$ cat src/rtl/game_pkg.sv
// game_pkg: status encodings, key codes, screen geometry and the motion state type
// shared by the per-frame game blocks.
package game_pkg;

   localparam logic [4:0] ST_SELECT = 5'b10000;
   localparam logic [4:0] ST_WAIT   = 5'b01000;
   localparam logic [4:0] ST_PLAY   = 5'b00100;
   localparam logic [4:0] ST_WIN    = 5'b00010;
   localparam logic [4:0] ST_LOSE   = 5'b00001;

   localparam logic [7:0] KEY_W     = 8'h1A;
   localparam logic [7:0] KEY_SPACE = 8'h2C;

   localparam int STICKMAN_H    = 50;
   localparam int SCREEN_BOTTOM = 479;

   typedef enum logic [1:0] {
      GROUNDED = 2'd0,
      RISING   = 2'd1,
      FALLING  = 2'd2,
      FROZEN   = 2'd3
   } motion_state_t;

endpackage

$ cat src/rtl/frame_tick_det.sv
// frame_tick_det: registers the slow frame_clk level into the Clk domain and emits
// a one-Clk tick on its rising edge.
module frame_tick_det (
   input  logic Clk,
   input  logic Reset_n,
   input  logic frame_clk,
   output logic tick
);

   logic frame_clk_r;
   logic frame_clk_d;

   // NOTE: sequential state uses non-blocking assignments so both flops sample the
   // pre-edge values and form a true two-stage pipeline.
   always_ff @(posedge Clk) begin
      if (!Reset_n) begin
         frame_clk_r <= 1'b0;
         frame_clk_d <= 1'b0;
      end else begin
         frame_clk_r <= frame_clk;
         frame_clk_d <= frame_clk_r;
      end
   end

   assign tick = frame_clk_r & ~frame_clk_d;

endmodule

$ cat src/rtl/stickman_motion.sv
// stickman_motion: per-frame jump/gravity integrator for the stickman's top Y.
// Defining STICKMAN_DOUBLE_JUMP_EN allows one extra jump while airborne.
module stickman_motion
   import game_pkg::*;
#(
   parameter logic [9:0] START_TOP  = 10'd380,
   parameter int         JUMP_V     = 12,
   parameter int         GRAVITY    = 1,
   parameter int         MAX_FALL_V = 8
) (
   input  logic       Clk,
   input  logic       Reset_n,
   input  logic       frame_clk,
   input  logic [7:0] keycode,
   input  logic [4:0] status,
   input  logic [9:0] GroundY,
   output logic [9:0] StickmanTop,
   output logic [1:0] motion_state
);

   localparam logic signed [11:0] H_S          = 12'(STICKMAN_H);
   localparam logic signed [11:0] BOTTOM_TOP_S = 12'(SCREEN_BOTTOM - STICKMAN_H);
   localparam logic signed [11:0] GRAV_S       = 12'(GRAVITY);
   localparam logic signed [11:0] MAX_FALL_S   = 12'(MAX_FALL_V);
   localparam logic signed [6:0]  JUMP_VY      = 7'(-JUMP_V);

   motion_state_t     state_q, state_d;
   logic [9:0]        top_q, top_d;
   logic signed [6:0] vy_q, vy_d;
   logic [7:0]        key_d;
   logic              jump_req_q, req_clr, press, tick, air_jump;
   logic              is_idle, is_over, is_play;

   logic signed [11:0] top_s, vy_s, feet_s, ground_s;
   logic signed [11:0] rise_top, rise_vy, fall_vy_raw, fall_vy, next_feet;
   logic signed [11:0] fall_top_raw, fall_top;

   frame_tick_det u_tick (
      .Clk       (Clk),
      .Reset_n   (Reset_n),
      .frame_clk (frame_clk),
      .tick      (tick)
   );

   assign press   = (keycode == KEY_W) && (key_d != KEY_W);
   assign is_idle = (status == ST_WAIT) || (status == ST_SELECT);
   assign is_over = (status == ST_WIN) || (status == ST_LOSE);
   assign is_play = (status == ST_PLAY);

   assign top_s        = {2'b00, top_q};
   assign vy_s         = {{5{vy_q[6]}}, vy_q};
   assign ground_s     = {2'b00, GroundY};
   assign feet_s       = top_s + H_S;
   assign rise_top     = top_s + vy_s;
   assign rise_vy      = vy_s + GRAV_S;
   assign fall_vy_raw  = vy_s + GRAV_S;
   assign fall_vy      = (fall_vy_raw > MAX_FALL_S) ? MAX_FALL_S : fall_vy_raw;
   assign next_feet    = feet_s + fall_vy;
   assign fall_top_raw = top_s + fall_vy;
   assign fall_top     = (fall_top_raw > BOTTOM_TOP_S) ? BOTTOM_TOP_S : fall_top_raw;

   // NOTE: every output of this block gets a default first, so no path can leave
   // one unassigned and infer a latch.
   always_comb begin
      state_d = state_q;
      top_d   = top_q;
      vy_d    = vy_q;
      req_clr = 1'b0;
      if (is_idle) begin
         state_d = GROUNDED;
         top_d   = START_TOP;
         vy_d    = '0;
         req_clr = 1'b1;
      end else if (is_over) begin
         state_d = FROZEN;
         req_clr = 1'b1;
      end else if (!is_play) begin
         req_clr = 1'b1;
      end else begin
         case (state_q)
            FROZEN: begin
               state_d = GROUNDED;
               top_d   = START_TOP;
               vy_d    = '0;
            end
            GROUNDED: begin
               if (jump_req_q) begin
                  vy_d    = JUMP_VY;
                  state_d = RISING;
                  req_clr = 1'b1;
               end else if (feet_s < ground_s) begin
                  vy_d    = '0;
                  state_d = FALLING;
               end
            end
            default: begin
               // Airborne: a pending request either becomes the air jump or is dropped.
               req_clr = 1'b1;
               if (air_jump) begin
                  vy_d    = JUMP_VY;
                  state_d = RISING;
               end else if (state_q == RISING) begin
                  if (rise_top < 0) begin
                     top_d   = '0;
                     vy_d    = '0;
                     state_d = FALLING;
                  end else begin
                     top_d = rise_top[9:0];
                     vy_d  = rise_vy[6:0];
                     if (!rise_vy[11]) state_d = FALLING;
                  end
               end else if (feet_s <= ground_s && next_feet >= ground_s) begin
                  top_d   = 10'(ground_s - H_S);
                  vy_d    = '0;
                  state_d = GROUNDED;
               end else begin
                  top_d = fall_top[9:0];
                  vy_d  = fall_vy[6:0];
               end
            end
         endcase
      end
   end

   always_ff @(posedge Clk) begin
      if (!Reset_n) begin
         state_q    <= GROUNDED;
         top_q      <= START_TOP;
         vy_q       <= '0;
         jump_req_q <= 1'b0;
         key_d      <= '0;
      end else begin
         key_d      <= keycode;
         jump_req_q <= (jump_req_q & ~(tick & req_clr)) | press;
         if (tick) begin
            state_q <= state_d;
            top_q   <= top_d;
            vy_q    <= vy_d;
         end
      end
   end

`ifdef STICKMAN_DOUBLE_JUMP_EN
   logic air_jump_used_q;

   assign air_jump = jump_req_q & ~air_jump_used_q;

   always_ff @(posedge Clk) begin
      if (!Reset_n) begin
         air_jump_used_q <= 1'b0;
      end else if (tick) begin
         if (state_d == GROUNDED)
            air_jump_used_q <= 1'b0;
         else if (is_play && air_jump && (state_q == RISING || state_q == FALLING))
            air_jump_used_q <= 1'b1;
      end
   end
`else
   assign air_jump = 1'b0;
`endif

   assign StickmanTop  = top_q;
   assign motion_state = state_q;

endmodule

$ cat config.mk
export PLATFORM = sky130hd
export DESIGN_NAME = stickman_motion
export DESIGN_NICKNAME = d
export VERILOG_FILES = /design/src/rtl/game_pkg.sv /design/src/rtl/frame_tick_det.sv /design/src/rtl/stickman_motion.sv
export SDC_FILE = /design/constraint.sdc
export NUM_CORES = 1
export LEC_CHECK = 0
export BUFFER_PORTS_ARGS = -buffer_cell sky130_fd_sc_hd__buf_2
export CORE_AREA = 4 4 142 144
export DETAILED_ROUTE_END_ITERATION = 7
export DIE_AREA = 0 0 146 148
export HOLD_SLACK_MARGIN = 0.1
export REMOVE_ABC_BUFFERS = 1
export SYNTH_ARGS = -nofsm -noshare
export SYNTH_HDL_FRONTEND = slang
export SYNTH_SLANG_ARGS = --single-unit
$ cat constraint.sdc
create_clock -name Clk -period 5.65 [get_ports Clk]
set_input_delay 0.8475 -clock Clk [delete_from_list [all_inputs] [get_ports Clk]]
set_output_delay 0.8475 -clock Clk [all_outputs]
set_load 0.02 [all_outputs]
# Word-level counts from Yosys, hierarchy flattened

Index checks and enable logic that the tools add are counted.

Register bits: 30
Latch bits: 0
RAM bits: 0
Memory bits (read-only): 0
Output and inout bits: 12
Word-level logic and storage cells: 83
Memories: 0

$add $sub $neg: 6
Multipliers: 0
Divide/modulo/power cells: 0
Magnitude comparators: 6
Equal/unequal tests: 14
Shifts and indexed selects: 0
Mux-type cells: 33
Bitwise gates (word level): 6
Reductions and logical operators: 11

Operators by type and width:

| operator              | number |
|---|---|
| $mux 10               | 7 |
| $mux 7                | 8 |
| $pmux 10 s2           | 1 |
| $mux 2                | 9 |
| $pmux 7 s2            | 1 |
| $add 11x12->12        | 1 |
| $add 11x7->12         | 1 |
| $add 12x12->12        | 1 |
| $ge 12x11->1          | 1 |
| $gt 12x10->1 const B  | 1 |
| $lt 12x1->1 const B   | 1 |
| $mux 12               | 1 |
| $add 10x6->11 const B | 1 |
| $le 11x10->1          | 1 |
| $lt 11x10->1          | 1 |
| $sub 10x6->10 const B | 1 |
| $add 7x2->8 const B   | 1 |
| $eq 8x5->1 const B    | 1 |
| $gt 8x5->1 const B    | 1 |
| $ne 8x5->1 const B    | 1 |
| $reduce_and 4->1      | 2 |
| $ne 7x4->1 const B    | 1 |
| $reduce_bool 6->1     | 1 |
| $eq 5x1->1 const B    | 1 |
| 21 further kinds      | 30 |

# Logic depth before layout (Yosys ltp)

Word-level depth: 12
Mapped depth: 27
Mapped depth without buffers: 26

# Cells and area by module

A second synthesis with hierarchy kept.

Cells, all modules: 510
Area, all modules: 4,058.9 um2

Modules (own cells, without submodules):

| module          | instances | cells an instance | area an instance (um2) | seq. area each (um2) |
|---|---|---|---|---|
| stickman_motion | 1         | 505               | 3,992.6                | 560.5 |
| frame_tick_det  | 1         | 5                 | 66.3                   | 40.0 |

# Worst setup path before layout

No wires, ideal clock.

Kind: register to register
Start point: register vy_q[1]
End point: register top_q[2], in the netlist StickmanTop[2]
Library setup time: 0.125 ns
Arrival: 5.107 ns
Required time: 5.525 ns
Slack: 0.418 ns
Stages on the path, launching flop included: 23
Path buffers: 0
Clock period less this slack: 5.232 ns
Path through: dfxtp_1 ha_1 nand2b_1 o2bb2ai_1 a221oi_1 nor2_1 a21oi_1 nor2b_1 ha_1 a21oi_1 or3_4 a2111o_1 nand2_1 xor2_1 ha_1 a21oi_1 o221ai_1 or4_1 o22ai_1 a32oi_4 or3b_1 o31ai_1 o21ai_1

Longest elaborated chain between the ends: 12
Elaborated cells on any way between the ends: 18
Classes of those cells: add/sub (4); order compare (4); mux (9); reduce/logical (1)

Ends and longest elaborated chain:

| element                                          | line                                          | text |
|---|---|---|
| from (decl)                                      | stickman_motion.sv:29                         | `logic signed [6:0] vy_q, vy_d;` |
| from (signal assigned)                           | stickman_motion.sv:138                        | `vy_q <= vy_d;` |
| $add 7x2->8                                      | stickman_motion.sv:56                         | `assign fall_vy_raw = vy_s + GRAV_S;` |
| $gt 8x5->1                                       | stickman_motion.sv:57                         | `assign fall_vy = (fall_vy_raw > MAX_FALL_S) ? MAX_FALL_S : fall_vy_raw;` |
| $mux 12                                          | stickman_motion.sv:57                         |  |
| $add 11x12->12 or $add 12x12->12 (tied branches) | stickman_motion.sv:59, stickman_motion.sv:58  |  |
| $gt 12x10->1 or $ge 12x11->1 (tied branches)     | stickman_motion.sv:60, stickman_motion.sv:112 |  |
| $mux 10 or $logic_and 1x1->1 (tied branches)     | stickman_motion.sv:60, stickman_motion.sv:112 |  |
| $mux 10                                          | stickman_motion.sv:112                        | `end else if (feet_s <= ground_s && next_feet >= ground_s) begin` |
| $mux 10 *                                        | stickman_motion.sv:102                        | `end else if (state_q == RISING) begin` |
| $pmux 10 s2 *                                    | stickman_motion.sv:80                         | `case (state_q)` |
| $mux 10 *                                        | stickman_motion.sv:77                         | `end else if (!is_play) begin` |
| $mux 10 *                                        | stickman_motion.sv:74                         | `end else if (is_over) begin` |
| $mux 10 *                                        | stickman_motion.sv:69                         | `if (is_idle) begin` |
| to (signal assigned)                             | stickman_motion.sv:137                        | `top_q <= top_d;` |
| to (decl)                                        | stickman_motion.sv:28                         | `logic [9:0] top_q, top_d;` |

Every way passes the cells marked *; elsewhere a longest branch is shown, timed or not. The select of a mux whose other input is x is not followed.
A chain may end at the register's enable or synchronous reset.

# Worst setup path in the final report

Start point: register vy_q[0]
End point: register top_q[2], in the netlist StickmanTop[2]

The elaborated chain is that of the path after synthesis.

==> metrics.cfg <==
[critical_path]
critPathMaxStageDelay_ns=0.47
cp.depth=26
cp_max_fo=8
path_class=flop to flop
timing.rr.end=StickmanTop[2]
reg2reg_depth=26
cp-start-kind=flop
reg2reg_from=vy_q[0]
cp.arrival_ns=5.50
worstSetupEndpointType=flop
path_delay_family=compound AO/OA/AOI/OAI gates
critPathBufInv=2
cpMaxStageDelayCell=or3b_4
ff2ff_setup_slack_ns=0.31
cp.required_ns=5.81

[final_layout]
layout_commonest_cell=ha_1
antenna_cells=0
drive_gt1_share_pct=14.3
fin_nets=721
fillCellCount=1995
fin_cells=872
mostFrequentLayoutCells=54 x ha_1, 45 x nand2_1, 43 x nor2_1, 41 x inv_1, 37 x buf_2
area_growth_pct=16.5
postLayoutCoreUtil_pct=27.7
fin_area_um2=5180

[floorplan]
rows=50
die_w_um=146
core-area_um2=18700
die_height_um=148
start_util_pct=23.8
io_pins=38
die-area_um2=21600

[cts]
htree_num_levels=2
clk_path_buf_depth=2
hold_buffers=0
clock-sinks=30
clkLatencyLatePin_ns=0.27
cts_root_buf=clkbuf_16
cts_buffers=5
cts_tree=done
clk_pin_slew_worst_paths_ns=0.05

[placement]
gp_congestion=0.941
dpl.hpwl_mm=11.4
preCtsSetupSlack_ns=-0.0222
dp.cells=859
dpl_cell_area_um2=4920
io_buffers=37

[logic_synthesis]
async_flop_share_pct=0
ys_ff_latch=30
synth.top_cells.by_area=ha_1 15%, dfxtp_1 13%, xnor2_1 6.3%
synthCells=593
synth_cell_types=80
synth_edf_count=0
synth_top_area_share_pct=15.5
synth_area_um2=4450
yosysSeqAreaShare_pct=13.5
synth_flop_cell=dfxtp_1
yosys_warnings=0
synth_top_area_cell=ha_1
syn_avg_cell_area_um2=7.51

[drt]
post_drt_via_cell_ratio=5.35
wire_per_inst_um=16.3
wl_mm=14.2
drt_first_pass_iters=5
drc_errors=0
antenna_left=0
dr.first_iter.drc_count=343
vias=4662

[run_status]
status=finished clean

[global_route]
overflow=0
grt_max_degree=23
antenna_found_initial=0
grt_pass1_wl_mm=23.0
grt_usage_pct=12.9
grt_pass1_vias=4462

[hold_path]
hold_class=flop to flop
hold_depth=1
hp-start=u_tick.frame_clk_r
hold_end=u_tick.frame_clk_d

[sta]
setup_ws_ns=0.306
post-route-period-util_pct=94.6
max_freq_ghz=0.187
setup_viol=0
period_needed_ns=5.34
fin_skew_ns=0.00333
hold_violations=0
worst_slew_pin_slew_ns=1.06
timing.slew.headroom_pct=28.4
slew_viol_final=0

[power_and_ir_drop]
ir_worst_vdd_mv=0.165
p_total_w=0.000594
p_leak_nw=2.24
powerDensity_nw_per_um2=115

[flow_run]
drv_cap=0

==> cells in the mapped netlist (all sizes together), types with 6 or more instances <==
| cell type | n |
|---|---|
| clkbuf | 10 |
| a21o | 10 |
| dfxtp | 30 |
| inv | 44 |
| xor2 | 10 |
| o21ai | 37 |
| nand3 | 14 |
| a31oi | 12 |
| a211oi | 6 |
| nand4 | 9 |
| xnor2 | 32 |
| o31ai | 11 |
| nor2b | 16 |
| nand2 | 46 |
| nor3 | 20 |
| mux2i | 6 |
| a211o | 6 |
| buf | 6 |
| o22ai | 7 |
| or3 | 6 |
| nand2b | 13 |
| nor2 | 44 |
| o211ai | 6 |
| a21oi | 35 |
| and2 | 16 |
| ha | 55 |
| o21a | 7 |
==> worst max path at each step <==
stage	startpoint	endpoint	slack, ns
after floorplan	vy_q[0]	StickmanTop[2]	0.32
after global placement	vy_q[0]	StickmanTop[3]	0.13
after detailed placement	vy_q[0]	StickmanTop[3]	-0.02
after CTS	vy_q[0]	StickmanTop[3]	0.002
after global routing	vy_q[0]	StickmanTop[3]	-0.06
final	vy_q[0]	StickmanTop[2]	0.31
==> worst reg2reg max path, cell delays in order (launching register included) <==
cell	delay, ns
dfxtp_1	0.32
ha_2	0.23
nand2b_4	0.16
o2bb2ai_1	0.14
a221oi_2	0.28
nor2_1	0.08
a21oi_2	0.15
nor2_1	0.06
ha_1	0.23
inv_1	0.09
fa_2	0.22
inv_1	0.06
maj3_1	0.34
a21o_1	0.21
nand2_1	0.09
o21ai_0	0.10
a211oi_1	0.22
nor3_1	0.08
ha_1	0.22
a21oi_2	0.17
o221ai_2	0.13
or4_1	0.44
o22ai_2	0.21
a32oi_4	0.22
or3b_4	0.48
o31ai_2	0.23
o21ai_1	0.09
==> timing repair <==
action | CTS | global route
gates resized for setup | 1 | 14
endpoints found under the setup margin | 3 | 18
pin swaps | 1 | 5
buffers inserted | 0 | 5
==> metrics by stage <==
stage                     setup TNS (ns)  hold slack (ns)
after floorplan                        0            0.431
after global placement                 0            0.444
after detailed placement         -0.0252            0.444
after CTS                              0            0.463
after global routing              -0.248            0.505
final                                  0            0.460
==> flip-flops by register name, indices dropped and copies added (netlist names) <==
register            cells
StickmanTop            10
jump_req_q              1
key_d                   8
motion_state            2
u_tick.frame_clk_d      1
u_tick.frame_clk_r      1
vy_q                    7
==> area by class of cell <==
cell class / count / area [um^2] / share of cell area, %
timing repair buffer: 53 / 305 / 5.89
multi-input combinational: 503 / 3670 / 70.8
clock buffer: 6 / 139 / 2.68
tap: 234 / 293 / 5.65
inverter: 44 / 165 / 3.19
clock inverter: 2 / 12.5 / 0.241
sequential: 30 / 602 / 11.6
==> metal layers <==
layer  global-route usage [%]  vias up  wire length, um
met4                     3.29        0              272
met3                     1.56       22              878
li1                         -     2299                -
met2                     21.4      164             6450
met5                        0        -                0
met1                     17.8     2177             6600
==> power by group <==
part	leakage (nW)	total (W)	internal [W]	switching (W)
registers	0.245	0.000218	0.000216	0.00000180
logic	1.92	0.000105	0.0000442	0.0000611
clock network	0.0729	0.000271	0.000174	0.0000966
total	2.24	0.000594	0.000434	0.000160
==> kinds of logic after synthesis <==
kind of cell | count (synthesis) | share of synthesized area, %
AO/OA/AOI/OAI | 180 | 28.2
XOR/XNOR | 42 | 8.26
adder cells (fa/ha/maj) | 60 | 17.3
buffers and inverters | 60 | 5.71
flip-flops | 30 | 13.5
multiplexers | 6 | 1.35
AND/OR/NAND/NOR | 215 | 25.7
(Power assumes the default switching activity.)
